### config.mk
export PLATFORM = sky130hd
export DESIGN_NAME = mem_port_arbiter
export DESIGN_NICKNAME = d
export VERILOG_FILES = /design/src/rtl/mem_arb_pkg.sv /design/src/rtl/mem_arb_id_fifo.sv /design/src/rtl/mem_port_arbiter.sv
export SDC_FILE = /design/constraint.sdc
export NUM_CORES = 1
export LEC_CHECK = 0
export BUFFER_PORTS_ARGS = -buffer_cell sky130_fd_sc_hd__buf_4
export CAP_MARGIN = 20
export CORE_AREA = 2 2 108 110
export DETAILED_ROUTE_END_ITERATION = 10
export DIE_AREA = 0 0 110 112
export PLACE_DENSITY = 0.46
export SLEW_MARGIN = 20
export SYNTH_ARGS = -nofsm -noshare
export SYNTH_HDL_FRONTEND = slang
export SYNTH_SLANG_ARGS = --single-unit
### constraint.sdc
create_clock -name clk -period 3.3 [get_ports clk]
set_input_delay 0.495 -clock clk [delete_from_list [all_inputs] [get_ports clk]]
set_output_delay 0.495 -clock clk [all_outputs]
set_load 0.005 [all_outputs]
### src/rtl/mem_arb_pkg.sv
// Shared types and constants for the instruction/data memory port arbiter.
package mem_arb_pkg;

  typedef enum logic {
    REQ_INSTR = 1'b0,
    REQ_DATA  = 1'b1
  } req_id_e;

  typedef enum logic {
    ARB  = 1'b0,
    HOLD = 1'b1
  } arb_state_e;

  localparam logic [3:0] INSTR_BE = 4'hF;

endpackage

### src/rtl/mem_arb_id_fifo.sv
// In-order FIFO of 1-bit requester IDs for outstanding memory transactions.
module mem_arb_id_fifo #(
  parameter int unsigned DEPTH = 2
) (
  input  logic                             clk,
  input  logic                             rst,
  input  logic                             push,
  input  logic                             pop,
  input  logic                             din,
  output logic                             head,
  output logic                             full,
  output logic                             empty,
  output logic [$clog2(DEPTH+1)-1:0]       count
);

  localparam int unsigned PW = (DEPTH > 1) ? $clog2(DEPTH) : 1;
  localparam int unsigned CW = $clog2(DEPTH + 1);

  logic          mem_q [DEPTH];
  logic [PW-1:0] rd_q;
  logic [PW-1:0] wr_q;
  logic [CW-1:0] cnt_q;
  logic          do_push;
  logic          do_pop;

  function automatic logic [PW-1:0] ptr_next(input logic [PW-1:0] ptr);
    return (ptr == PW'(DEPTH - 1)) ? '0 : ptr + PW'(1);
  endfunction

  assign full    = (cnt_q == CW'(DEPTH));
  assign empty   = (cnt_q == '0);
  assign count   = cnt_q;
  assign head    = mem_q[rd_q];
  // A full FIFO still takes a push when the same cycle pops.
  assign do_pop  = pop && !empty;
  assign do_push = push && (!full || do_pop);

  always_ff @(posedge clk) begin
    if (do_push) mem_q[wr_q] <= din;
  end

  always_ff @(posedge clk or posedge rst) begin
    if (rst) begin
      rd_q  <= '0;
      wr_q  <= '0;
      cnt_q <= '0;
    end else begin
      if (do_push) wr_q <= ptr_next(wr_q);
      if (do_pop)  rd_q <= ptr_next(rd_q);
      case ({do_push, do_pop})
        2'b10:   cnt_q <= cnt_q + CW'(1);
        2'b01:   cnt_q <= cnt_q - CW'(1);
        default: cnt_q <= cnt_q;
      endcase
    end
  end

endmodule

### src/rtl/mem_port_arbiter.sv
// Arbitrates instruction-fetch and data requests onto one memory port and
// routes in-order responses back to the issuing channel.
module mem_port_arbiter
  import mem_arb_pkg::*;
#(
  parameter int unsigned MAX_OUT   = 2,
  parameter int unsigned PRIO_MODE = 0,
  parameter int unsigned AW        = 32,
  parameter int unsigned DW        = 32
) (
  input  logic          clk,
  input  logic          rst,
  input  logic          instr_req_i,
  input  logic [AW-1:0] instr_addr_i,
  output logic          instr_gnt_o,
  output logic          instr_rvalid_o,
  output logic [DW-1:0] instr_rdata_o,
  output logic          instr_err_o,
  input  logic          data_req_i,
  input  logic [AW-1:0] data_addr_i,
  input  logic          data_we_i,
  input  logic [3:0]    data_be_i,
  input  logic [DW-1:0] data_wdata_i,
  output logic          data_gnt_o,
  output logic          data_rvalid_o,
  output logic [DW-1:0] data_rdata_o,
  output logic          data_err_o,
  output logic          mem_req_o,
  output logic [AW-1:0] mem_addr_o,
  output logic          mem_we_o,
  output logic [3:0]    mem_be_o,
  output logic [DW-1:0] mem_wdata_o,
  input  logic          mem_gnt_i,
  input  logic          mem_rvalid_i,
  input  logic [DW-1:0] mem_rdata_i,
  input  logic          mem_err_i,
  output logic          busy_o,
  output logic          protocol_err_o
);

  localparam int unsigned CW = $clog2(MAX_OUT + 1);

  arb_state_e    state_q;
  arb_state_e    state_d;
  req_id_e       sel;
  req_id_e       sel_q;
  req_id_e       last_q;
  logic          grant;
  logic          resp_valid;
  logic          can_issue;
  logic          fifo_head;
  logic          fifo_full;
  logic          fifo_empty;
  logic [CW-1:0] fifo_count;

  // Responses are ignored while reset is held; an empty FIFO means a stray rvalid.
  assign resp_valid = mem_rvalid_i && !fifo_empty && !rst;
  // A pop in the same cycle frees a slot for a new grant.
  assign can_issue  = !fifo_full || resp_valid;
  assign grant      = mem_req_o && mem_gnt_i;
  assign busy_o     = mem_req_o || (fifo_count != '0);

  always_comb begin
    state_d   = state_q;
    sel       = REQ_INSTR;
    mem_req_o = 1'b0;
    case (state_q)
      ARB: begin
        if (instr_req_i && data_req_i) begin
          if (PRIO_MODE == 1) sel = REQ_DATA;
          else                sel = (last_q == REQ_INSTR) ? REQ_DATA : REQ_INSTR;
        end else if (data_req_i) begin
          sel = REQ_DATA;
        end
        if ((instr_req_i || data_req_i) && can_issue && !rst) begin
          mem_req_o = 1'b1;
          if (!mem_gnt_i) state_d = HOLD;
        end
      end
      HOLD: begin
        sel       = sel_q;
        mem_req_o = !rst;
        if (mem_gnt_i) state_d = ARB;
      end
      default: state_d = ARB;
    endcase

    if (sel == REQ_DATA) begin
      mem_addr_o  = data_addr_i;
      mem_we_o    = data_we_i;
      mem_be_o    = data_be_i;
      mem_wdata_o = data_wdata_i;
    end else begin
      mem_addr_o  = instr_addr_i;
      mem_we_o    = 1'b0;
      mem_be_o    = INSTR_BE;
      mem_wdata_o = '0;
    end

    instr_gnt_o    = grant && (sel == REQ_INSTR);
    data_gnt_o     = grant && (sel == REQ_DATA);
    instr_rvalid_o = resp_valid && (fifo_head == REQ_INSTR);
    data_rvalid_o  = resp_valid && (fifo_head == REQ_DATA);
    instr_rdata_o  = instr_rvalid_o ? mem_rdata_i : '0;
    data_rdata_o   = data_rvalid_o  ? mem_rdata_i : '0;
    instr_err_o    = instr_rvalid_o && mem_err_i;
    data_err_o     = data_rvalid_o  && mem_err_i;
  end

  always_ff @(posedge clk or posedge rst) begin
    if (rst) begin
      state_q        <= ARB;
      sel_q          <= REQ_INSTR;
      last_q         <= REQ_INSTR;
      protocol_err_o <= 1'b0;
    end else begin
      state_q <= state_d;
      if (state_q == ARB && state_d == HOLD) sel_q <= sel;
      if (grant) last_q <= sel;
      if (mem_rvalid_i && fifo_empty) protocol_err_o <= 1'b1;
    end
  end

  mem_arb_id_fifo #(
    .DEPTH (MAX_OUT)
  ) u_id_fifo (
    .clk   (clk),
    .rst   (rst),
    .push  (grant),
    .pop   (resp_valid),
    .din   (sel),
    .head  (fifo_head),
    .full  (fifo_full),
    .empty (fifo_empty),
    .count (fifo_count)
  );

endmodule

==> impl_results.html <==
<table>
<tr><th>Metric</th><th>Value</th></tr>
<tr><th colspan="2">Floorplanning</th></tr>
<tr><td>Starting density of the core</td><td>between 10% and 20%</td></tr>
<tr><td>Floorplan Core Area</td><td>approximately 11,000 um^2</td></tr>
<tr><td>Count of standard-cell rows</td><td>39</td></tr>
<tr><td>Area enclosed by the die boundary</td><td>roughly 12,000 um^2</td></tr>
<tr><td>Die boundary width</td><td>110 um</td></tr>
<tr><td>Chip Height</td><td>roughly 110 um</td></tr>
<tr><td>Total I/O pin count</td><td>around 280</td></tr>
<tr><th colspan="2">Detailed routing</th></tr>
<tr><td>Vias per cell</td><td>4.063</td></tr>
<tr><td>Overall via count from detail_route</td><td>between 2,000 and 3,000</td></tr>
<tr><td>Post-route antenna net violation count</td><td>0</td></tr>
<tr><td># DRC</td><td>0</td></tr>
<tr><td>Detailed Routing Iterations Pass 1</td><td>3</td></tr>
<tr><td>Initial DRC Count</td><td>109</td></tr>
<tr><td>Routed length per instance</td><td>between 15 and 20 um</td></tr>
<tr><td>Wire length after detailed routing</td><td>9591 um</td></tr>
<tr><th colspan="2">Worst hold path</th></tr>
<tr><td>Worst hold path type</td><td>input pin to asynchronous set/reset pin</td></tr>
<tr><th colspan="2">Final layout</th></tr>
<tr><td>Area growth from synthesis to final layout</td><td>130.9%</td></tr>
<tr><td>Antenna fix cells</td><td>0</td></tr>
<tr><td>End-of-flow core utilization</td><td>36.40%</td></tr>
<tr><td>Net count of the finished layout</td><td>615</td></tr>
<tr><td>Fillers</td><td>1,192</td></tr>
<tr><td>Post-layout instance area</td><td>4068 um^2</td></tr>
<tr><td>Share of post-route cells with drive strength above 1</td><td>69.34%</td></tr>
<tr><th colspan="2">Global route</th></tr>
<tr><td>Largest net degree at the start of global routing</td><td>71</td></tr>
<tr><td>Vias in the first global route</td><td>2,515</td></tr>
<tr><td>Wire length of the first global-routing pass</td><td>13,340 um</td></tr>
<tr><td>Initial antenna violation count</td><td>0</td></tr>
<tr><td>Global-route usage over all layers</td><td>14.18%</td></tr>
<tr><td>Grt total ovfl</td><td>0</td></tr>
<tr><th colspan="2">STA</th></tr>
<tr><td>Maximum clock frequency</td><td>416.6 MHz</td></tr>
<tr><td>Final setup viols</td><td>0</td></tr>
<tr><td>Period utilisation layout</td><td>72.74%</td></tr>
<tr><td>Setup slack of the critical path after layout</td><td>0.8995 ns</td></tr>
<tr><td>Total count of hold-check failures in the final report</td><td>0</td></tr>
<tr><td>Worst rel slew slack</td><td>66.08%</td></tr>
<tr><td>Transition time at the pin with the least slew margin</td><td>about 0.5 ns</td></tr>
<tr><td>RSZ-0062 raised after global routing</td><td>no</td></tr>
<tr><td>Min Clock Period, post-route</td><td>2.400 ns</td></tr>
<tr><td>Post-route setup TNS</td><td>0 ns</td></tr>
<tr><td>Final worst clock skew</td><td>0.001841 ns</td></tr>
<tr><td>Max Transition Viols Final</td><td>0</td></tr>
<tr><th colspan="2">Power and ir drop</th></tr>
<tr><td>Internal portion of total power</td><td>0.9550 mW</td></tr>
<tr><td>Power Density</td><td>approximately 370 nW/um^2</td></tr>
<tr><td>Power share of the combinational group</td><td>71.6%</td></tr>
<tr><td>Net switching power of the design</td><td>0.5363 mW</td></tr>
<tr><td>Net switching fraction of the power</td><td>35.96%</td></tr>
<tr><td>Clock Power Share</td><td>14.2%</td></tr>
<tr><td>Flop pwr share</td><td>between 10 and 15%</td></tr>
<tr><td>Max IR drop VDD</td><td>0.1581 mV</td></tr>
<tr><td>Leak</td><td>about 2.4 nW</td></tr>
<tr><th colspan="2">CTS</th></tr>
<tr><td>Post-CTS setup-driven buffer insertion count</td><td>0</td></tr>
<tr><td>Clock latency at the later pin of the worst-skew pair</td><td>~0.23 ns</td></tr>
<tr><td>Max Root-Sink Buffers</td><td>2</td></tr>
<tr><td>CTS Sinks</td><td>10</td></tr>
<tr><td>Hold-fix buffer count after cts</td><td>0</td></tr>
<tr><td>Root Buffer Master</td><td>sky130_fd_sc_hd__clkbuf_16</td></tr>
<tr><td>Number of H-tree levels</td><td>1</td></tr>
<tr><td>TritonCTS clock tree</td><td>yes</td></tr>
<tr><td>Register clock-pin slew on the reported worst setup and hold paths</td><td>0.04 ns</td></tr>
<tr><td>Number of buffers created by CTS</td><td>3</td></tr>
<tr><td>Post-CTS sizing</td><td>0</td></tr>
<tr><th colspan="2">Placement</th></tr>
<tr><td>Final RePlAce weighted congestion</td><td>~0.76</td></tr>
<tr><td>I/O Buffers</td><td>roughly 280</td></tr>
<tr><td>Post-detailed-placement half-perimeter wirelength</td><td>8239 um</td></tr>
<tr><td>Pre-CTS WS</td><td>0.8640 ns</td></tr>
<tr><td>Post-Place Cell Area</td><td>3989 um^2</td></tr>
<tr><th colspan="2">Synthesis</th></tr>
<tr><td>Commonest cells post-synth</td><td>66 x sky130_fd_sc_hd__and3_1, 35 x sky130_fd_sc_hd__and2_1, 29 x sky130_fd_sc_hd__mux2_4</td></tr>
<tr><td>FF+latch count, synth</td><td>10</td></tr>
<tr><td>Proportion of register bits with asynchronous set or reset after synthesis</td><td>between 80% and 90%</td></tr>
<tr><td>Leading register cell type out of synthesis</td><td>sky130_fd_sc_hd__dfrtp_1</td></tr>
<tr><td>Sequential cell area fraction in the yosys report</td><td>14.77%</td></tr>
<tr><td>Number of standard cells after synthesis</td><td>between 200 and 250</td></tr>
<tr><td>Post-synthesis net count</td><td>345</td></tr>
<tr><td>Number of unique standard cell types used by synthesis</td><td>34</td></tr>
<tr><td>Top-count cell post-synth</td><td>sky130_fd_sc_hd__and3_1</td></tr>
<tr><td>Share of the synthesized area in the top cell type</td><td>24.72%</td></tr>
<tr><td>Syn Area/Cell</td><td>8.636 um^2</td></tr>
<tr><td>Number of enable-type register cells in the synthesized netlist</td><td>2</td></tr>
<tr><td>Warning count from the yosys run</td><td>0</td></tr>
<tr><td>Cell type with the largest total area after synthesis</td><td>sky130_fd_sc_hd__mux2_4</td></tr>
<tr><td>Post-Synthesis Cell Area</td><td>1762 um^2</td></tr>
<tr><td>Cell types with the largest area share after synthesis</td><td>sky130_fd_sc_hd__mux2_4 25%, sky130_fd_sc_hd__and3_1 23%, sky130_fd_sc_hd__and2_1 12%</td></tr>
<tr><th colspan="2">Setup path</th></tr>
<tr><td>Required time at the endpoint of the critical path</td><td>between 2 and 3 ns</td></tr>
<tr><td>Category of the critical setup timing path</td><td>flop to output port</td></tr>
<tr><td>Startpoint Class</td><td>flop</td></tr>
<tr><td>Worst-path maximum fanout</td><td>41</td></tr>
<tr><td>Crit. End Element</td><td>output port</td></tr>
<tr><td>Critical path data arrival time</td><td>1.91 ns</td></tr>
<tr><th colspan="2">Run</th></tr>
<tr><td># Max-Cap Violations</td><td>0</td></tr>
<tr><th colspan="2">Status</th></tr>
<tr><td>Run status</td><td>finished, final reports clean</td></tr>
</table>
## power groups by stage
stage	Combinational (mW)	Clock (mW)	Sequential, mW
finish	1.07	0.212	0.212
global route	1.15	0.227	0.218
CTS	1.09	0.216	0.213
detailed placement	1.08	0	0.214
global placement	1.08	0	0.213
floorplan	0.544	0	0.203
## per-layer routing
| metal | track usage (%) | part of all wire [%] |
|---|---|---|
| met2 | 28.63 | 56 |
| met5 | 0 | 0 |
| met4 | 6.498 | 3.9 |
| met1 | 12.51 | 31 |
| met3 | 3.571 | 8.9 |
## final timing paths
path,from,endpoint,slack (ns),cells after the start
setup / recovery,state_q,instr_gnt_o,0.90,5
min in group clk,protocol_err_o,protocol_err_o,0.45,1
setup reg to reg,u_id_fifo.count[0],u_id_fifo.count[1],1.41,6
max in group asynchronous,rst,last_q,2.76,2
hold / removal,rst,u_id_fifo.wr_q,0.28,2
hold reg to reg,protocol_err_o,protocol_err_o,0.45,1
## worst max-delay path: stages (launching register included)
cell and delay (ns):
sky130_fd_sc_hd__dfrtp_1 0.47, sky130_fd_sc_hd__mux2i_4 0.27, sky130_fd_sc_hd__buf_4 0.26, sky130_fd_sc_hd__inv_2 0.25
sky130_fd_sc_hd__nor3_1 0.26, sky130_fd_sc_hd__buf_4 0.15
## state kept, by name, summed over array words and instances, names as in the netlist
register	flops
u_id_fifo.count	2
u_id_fifo.mem_q	2
last_q	1
protocol_err_o	1
sel_q	1
state_q	1
u_id_fifo.rd_q	1
u_id_fifo.wr_q	1
## layout make-up
class                   count  area, um^2  share of cell area, %
well taps                 143       178.9                  4.399
clock buffers               3       75.07                  1.846
multi-input cells         171        1399                  34.39
clock inverters             1       3.754                0.09228
inverters                   3       11.26                 0.2768
flip-flops and latches     10       260.3                  6.398
repair buffers            285        2140                  52.60
## logic make-up after synthesis
family | synth area share [%]
compound gates | 3.267
mux | 29.76
simple gates | 42.61
flops | 14.77
xor+xnor | 2.486
fa+ha+maj | 0.7101
buf+inv | 6.392
## placed cells by master (no fill, tap or decap), types with 2 or more instances in the layout
cell                        synthesis  final
sky130_fd_sc_hd__nand2b_1           4      4
sky130_fd_sc_hd__clkbuf_16          0      3
sky130_fd_sc_hd__mux2_2             5      5
sky130_fd_sc_hd__mux2_4            29     29
sky130_fd_sc_hd__inv_1              2      2
sky130_fd_sc_hd__edfxtp_1           2      2
sky130_fd_sc_hd__xnor2_1            3      3
sky130_fd_sc_hd__and3_1            66     66
sky130_fd_sc_hd__xor2_1             2      2
sky130_fd_sc_hd__and2_1            35     35
sky130_fd_sc_hd__buf_4              0    285
sky130_fd_sc_hd__nor3_1             2      2
sky130_fd_sc_hd__dfrtp_1            8      8
sky130_fd_sc_hd__nor2_1             7      7
## through the flow
stage	hold WS, ns	instances	total power [mW]
after floorplan	0.3319	204	0.7472
after global placement	0.4447	612	1.294
after global routing	0.3091	616	1.600
after CTS	0.2935	616	1.514
after detailed placement	0.4455	612	1.295
final	0.2815	616	1.491
Power figures use the tool's default switching activity.
